**src/rtl/dmem_port_arbiter.sv**
```systemverilog
// Single-port data memory scheduler: one load read or one store-buffer write per cycle.
// Optional stall counters are compiled in with `define DMEM_ARB_PERF_EN.
module dmem_port_arbiter #(
  parameter int WORD_SIZE_P  = 16,
  parameter int STARVE_LIMIT = 4,
  parameter int LD_TAG_WIDTH = 3,
  localparam int CNT_W = $clog2(STARVE_LIMIT + 1)
) (
  input  logic                    clk_i,
  input  logic                    reset_n_i,
  input  logic                    sb_w_v_i,
  input  logic [WORD_SIZE_P-1:0]  sb_w_addr_i,
  input  logic [WORD_SIZE_P-1:0]  sb_w_data_i,
  input  logic                    sb_full_i,
  output logic                    sb_w_ready_o,
  input  logic                    ld_v_i,
  input  logic [WORD_SIZE_P-1:0]  ld_addr_i,
  input  logic [LD_TAG_WIDTH-1:0] ld_tag_i,
  output logic                    ld_ready_o,
  output logic                    ld_resp_v_o,
  output logic [LD_TAG_WIDTH-1:0] ld_resp_tag_o,
  output logic [WORD_SIZE_P-1:0]  ld_resp_data_o,
  input  logic                    mispredict_i,
  output logic                    mem_w_v_o,
  output logic [WORD_SIZE_P-1:0]  mem_w_addr_o,
  output logic [WORD_SIZE_P-1:0]  mem_w_data_o,
  output logic                    mem_r_v_o,
  output logic [WORD_SIZE_P-1:0]  mem_r_addr_o,
  input  logic [WORD_SIZE_P-1:0]  mem_r_data_i,
  output logic                    dbg_state_o,
  output logic [CNT_W-1:0]        dbg_starve_cnt_o
`ifdef DMEM_ARB_PERF_EN
  ,
  output logic [15:0]             perf_ld_stall_o,
  output logic [15:0]             perf_wr_stall_o
`endif
);

  // Handshake: a request is transferred in the cycle where its valid and the
  // matching ready are both high; valid must hold its payload until then, and
  // ready is a combinational grant that never waits on the next cycle.

  typedef enum logic {
    LD_PRI   = 1'b0,
    WR_BURST = 1'b1
  } state_t;

  localparam logic [CNT_W-1:0] LIMIT = CNT_W'(STARVE_LIMIT);

  state_t                  state_q, state_d;
  logic [CNT_W-1:0]        starve_q, starve_d;
  logic                    resp_v_q;
  logic [LD_TAG_WIDTH-1:0] resp_tag_q;
  logic                    ld_req, forced, ld_grant, wr_grant;

  always_comb begin
    state_d  = state_q;
    ld_grant = 1'b0;
    wr_grant = 1'b0;
    ld_req   = ld_v_i & ~mispredict_i;
    forced   = sb_full_i | (starve_q == LIMIT);
    // Grants are suppressed while reset is asserted so outputs clear at once.
    if (reset_n_i) begin
      case (state_q)
        LD_PRI: begin
          if (ld_req && !(sb_w_v_i && forced)) begin
            ld_grant = 1'b1;
          end else if (sb_w_v_i) begin
            wr_grant = 1'b1;
            if (sb_full_i) state_d = WR_BURST;
          end
        end
        WR_BURST: begin
          wr_grant = sb_w_v_i;
          if (!sb_full_i || !sb_w_v_i) state_d = LD_PRI;
        end
        default: state_d = LD_PRI;
      endcase
    end
  end

  always_comb begin
    starve_d = starve_q;
    if (!sb_w_v_i || wr_grant) begin
      starve_d = '0;
    end else if (starve_q != LIMIT) begin
      starve_d = starve_q + CNT_W'(1);
    end
  end

  always_ff @(posedge clk_i or negedge reset_n_i) begin
    if (!reset_n_i) begin
      state_q    <= LD_PRI;
      starve_q   <= '0;
      resp_v_q   <= 1'b0;
      resp_tag_q <= '0;
    end else begin
      state_q  <= state_d;
      starve_q <= starve_d;
      resp_v_q <= ld_grant;
      if (ld_grant) resp_tag_q <= ld_tag_i;
    end
  end

  assign ld_ready_o   = ld_grant;
  assign sb_w_ready_o = wr_grant;
  assign mem_r_v_o    = ld_grant;
  assign mem_r_addr_o = ld_grant ? ld_addr_i : '0;
  assign mem_w_v_o    = wr_grant;
  assign mem_w_addr_o = wr_grant ? sb_w_addr_i : '0;
  assign mem_w_data_o = wr_grant ? sb_w_data_i : '0;

  // A flush in the response cycle kills the load granted the cycle before.
  assign ld_resp_v_o    = resp_v_q & ~mispredict_i;
  assign ld_resp_tag_o  = ld_resp_v_o ? resp_tag_q : '0;
  assign ld_resp_data_o = ld_resp_v_o ? mem_r_data_i : '0;

  assign dbg_state_o      = state_q;
  assign dbg_starve_cnt_o = starve_q;

`ifdef DMEM_ARB_PERF_EN
  logic [15:0] perf_ld_q, perf_wr_q;

  always_ff @(posedge clk_i or negedge reset_n_i) begin
    if (!reset_n_i) begin
      perf_ld_q <= '0;
      perf_wr_q <= '0;
    end else begin
      if (ld_v_i && !ld_grant && perf_ld_q != 16'hFFFF) perf_ld_q <= perf_ld_q + 16'd1;
      if (sb_w_v_i && !wr_grant && perf_wr_q != 16'hFFFF) perf_wr_q <= perf_wr_q + 16'd1;
    end
  end

  assign perf_ld_stall_o = perf_ld_q;
  assign perf_wr_stall_o = perf_wr_q;
`endif

endmodule
```
**config.mk**
```make
export PLATFORM = sky130hd
export DESIGN_NAME = dmem_port_arbiter
export DESIGN_NICKNAME = d
export VERILOG_FILES = /design/src/rtl/dmem_port_arbiter.sv
export SDC_FILE = /design/constraint.sdc
export NUM_CORES = 1
export LEC_CHECK = 0
export CORE_ASPECT_RATIO = 0.5
export CORE_UTILIZATION = 22
export CTS_CLUSTER_SIZE = 10
export DETAILED_ROUTE_END_ITERATION = 8
export PLACE_DENSITY = 0.84
export SLEW_MARGIN = 20
export SYNTH_ARGS = -nofsm -noshare
export SYNTH_HDL_FRONTEND = slang
export SYNTH_SLANG_ARGS = --single-unit
```
**constraint.sdc**
```tcl
create_clock -name clk_i -period 2.2 [get_ports clk_i]
set_clock_uncertainty 0.05 [all_clocks]
set_input_delay 0.66 -clock clk_i [delete_from_list [all_inputs] [get_ports clk_i]]
set_output_delay 0.66 -clock clk_i [all_outputs]
set_load 0.02 [all_outputs]
```
==> metrics.txt, run 1 <==
max-cap viol count=0; post-synthesis sequential area ratio=0.225; most frequent cell after synthesis=and2_1; fin crit share=1.16; H-tree level count=1; Comb power frac=0.574; largest family of logic cells by synthesized area=simple AND/OR/NAND/NOR gates; Mapped Cells=114; initial antenna violation count=0; Post-synth EDFFs=0; Yosys cell types=24; Max Root-Sink Buffers=2; drt drc=0; synth top area cells=and2_1 47%, dfrtp_1 22%, mux2_4 5.1%; drt wl/cell=18.7 um; Crit Path Class=in -> out; post-synthesis simple-gate area fraction=0.527; Adder-Cell Fraction of Synth Area=0.0281; Ant. Diodes=0; dpl ws=-0.988 ns; Iteration-0 DRC Markers=71; CP arrival=1.84 ns; critical path endpoint category=output port; Syn Std Cell Area=891 sq um; gpl congestion=around 0.76; area delta synth->final=219%; top post-synthesis cells by count=67 x and2_1, 8 x dfrtp_1, 4 x clkbuf_1, 4 x inv_1; Post-Route WL=6210 um; worst-margin pin slew=0.369 ns; die area=0.00432 sq mm; asr flop ratio synth=1.00; CP top delay family=buffers and inverters; largest stage delay on the critical path=~0.20 ns; Tot Pwr=0.844 mW; count of pins over their slew limit=0; Mean Syn Cell Area=between 7 and 8 sq um; io pins=149; fmax=392 MHz; final worst setup slack=-0.352 ns; final setup fails=62; Die Span Y=47.0 um; slowest cell on the critical path=nor3b_4; port buffer count=148; via count=around 1500; CP startpoint kind=input pin; Overflow after GRT=0; relative slew slack=0.753; Num CTS Buffers=3; vias in the first global route=1465; Post-DRT Antenna Nets=0; final hold violation count=0; Die Wd=92.0 um; clock sinks=8; post-synth top area share=0.471; fin nets=359; #FFs+latches synth=8; DRT Pass-1 Iters=4; first-pass GRT wire length=around 8500 um; fin util=0.781; CP max FO=9; Synth Flop Type=dfrtp_1; Total Routing Usage GR=0.269; floorplan core area=0.00364 sq mm; Rows=15; share of post-route cells with drive strength above 1=0.571; Synth Area in Compound Gates=0.0899; outcome=finished with violations; Starting Density=0.245; crit-path cells=buf_8 -> nor3b_4 -> buf_6 -> a21oi_4 -> buf_4 -> buf_6 -> buf_12 -> and2_4 -> buf_6; mux cell area share after synthesis=0.0506; leakage power=1.34 nW; root buf cell=clkbuf_8; Post-Synth XOR/XNOR Area=0; clk slew on worst S/H paths=0.04 ns; CP bufs+invs=6; NetSw=0.252 mW; critical path data required time=1.49 ns; vias per inst=~4.5; largest net degree at the start of global routing=21; Critical Path Most Common Cell=buf_6; placed wire-length estimate=3870 um; Clock power frac=0.212; class of the worst hold path=in -> async; Internal Power=0.592 mW; Reg power frac=0.214; Final Critical Period=around 2.6 ns; Power Density=297 mW/mm^2; area leader, netlist=and2_1; Hold WS=0.288 ns; worst vdd ir=between 0.0003 and 0.0004 V; CTS tree=yes; synth warn=0; failing checks=negative setup slack; RSZ-0062 raised after global routing=yes; syn_nets=roughly 190; Net Sw Frac=0.299; clk_lat worst skew=0.23 ns
## worst reg2reg max path, delay by kind of cell (launching register included)
family / cells / cell delay, ns
buf+inv: 4 / 0.50
flops: 1 / 0.43
mux: 1 / 0.29
simple gates: 1 / 0.25
compound gates: 1 / 0.25
## cells in the final DEF, fill, tap and decap left out, types with 2 or more instances in the layout
cell	instances
dfrtp_1	6
clkdlybuf4s15_2	12
and2_2	9
nor2_1	2
clkbuf_8	3
clkdlybuf4s50_1	71
buf_4	30
buf_8	2
a21oi_1	3
buf_16	2
and2_4	33
buf_2	11
buf_6	43
nand2_1	2
mux2_4	3
inv_1	2
buf_12	3
dfrtp_2	2
and2_1	25
a21oi_4	2
inv_2	2
## logic make-up (layout without fill, tap and decap cells)
logic type	Yosys count	in the layout
and+or+nand+nor	76	76
buffers and inverters	14	182
AOI/OAI and AO/OA	11	11
muxes	3	3
DFF	8	8
adders and majority gates	2	2
## power by group through the flow
stage	registers, mW	logic (mW)	clock network [mW]
after floorplan	0.184	0.140	0
after global placement	0.179	0.382	0
after detailed placement	0.181	0.389	0
after CTS	0.180	0.472	0.179
after global routing	0.181	0.506	0.184
final	0.181	0.484	0.179
## sequential cells by signal, summed over array words and instances, names as in the netlist
signal            count
dbg_starve_cnt_o      3
dbg_state_o           1
resp_tag_q            3
resp_v_q              1
## metrics by stage
step | instance area (sq um) | instances | TNS, ns
after floorplan | 936 | 114 | 0
after global placement | 2550 | 317 | -61.53
after detailed placement | 2550 | 317 | -64.06
after CTS | 2880 | 330 | -10.82
after global routing | 2850 | 333 | -17.09
final | 2850 | 333 | -14.78
## area by class of cell
type                    instances  area, sq um
multi-input cells              92          757
flip-flops and latches          8          203
inverters                       4         15.0
fillers                       200          796
well taps                      51         63.8
clock buffers                   3         41.3
repair buffers                175         1770
## metal layers
| layer | vias to the layer above | routed length, um | GRT usage |
|---|---|---|---|
| li1 | 690 | - | - |
| met1 | 723 | 2400 | 0.306 |
| met2 | 71 | 3310 | 0.512 |
| met3 | 10 | 377 | 0.0663 |
| met4 | 0 | 116 | 0.113 |
| met5 | - | 0 | 0 |
## path summary, 6_finish.rpt
check / cells after the start / from / endpoint / slack [ns]
setup reg to reg: 7 / dbg_state_o$_DFFE_PN0P_ / resp_tag_q[1]$_DFFE_PN0P_ / 0.32
max in group asynchronous: 2 / reset_n_i / dbg_starve_cnt_o[1]$_DFFE_PN0P_ / 1.45
hold / removal: 1 / reset_n_i / resp_v_q$_DFF_PN0_ / 0.29
min in group clk_i: 1 / resp_tag_q[1]$_DFFE_PN0P_ / resp_tag_q[1]$_DFFE_PN0P_ / 0.46
setup / recovery: 9 / mispredict_i / mem_w_data_o[11] / -0.35
hold reg to reg: 1 / resp_tag_q[1]$_DFFE_PN0P_ / resp_tag_q[1]$_DFFE_PN0P_ / 0.46
## timing repair
item | 4_1_cts | 5_1_grt
setup endpoints to repair | 72 | 69
cloned | 4 | 0
hold buffers | 0 | 0
buffers inserted | 7 | 6
resized for setup | 425 | 14
pin swaps | 29 | 1
Note: power is estimated with default switching activity, not from simulation.
==> run 2: changes to the inputs <==
--- a/config.mk
+++ b/config.mk
@@ -5,12 +5,12 @@
 export SDC_FILE = /design/constraint.sdc
 export NUM_CORES = 1
 export LEC_CHECK = 0
+export CAP_MARGIN = 25
 export CORE_ASPECT_RATIO = 0.5
 export CORE_UTILIZATION = 22
 export CTS_CLUSTER_SIZE = 10
 export DETAILED_ROUTE_END_ITERATION = 8
 export PLACE_DENSITY = 0.84
-export SLEW_MARGIN = 20
 export SYNTH_ARGS = -nofsm -noshare
 export SYNTH_HDL_FRONTEND = slang
 export SYNTH_SLANG_ARGS = --single-unit
==> results of run 2 <==
Same layout as run 1: the final DEF is identical, and so are final timing and power.
==> run 3: changes to the inputs <==
--- a/config.mk
+++ b/config.mk
@@ -10,6 +10,7 @@
 export CORE_UTILIZATION = 22
 export CTS_CLUSTER_SIZE = 10
 export DETAILED_ROUTE_END_ITERATION = 8
+export GPL_ROUTABILITY_DRIVEN = 0
 export PLACE_DENSITY = 0.84
 export SYNTH_ARGS = -nofsm -noshare
 export SYNTH_HDL_FRONTEND = slang
==> results of run 3 <==
Same layout as run 1: the final DEF is identical, and so are final timing and power.
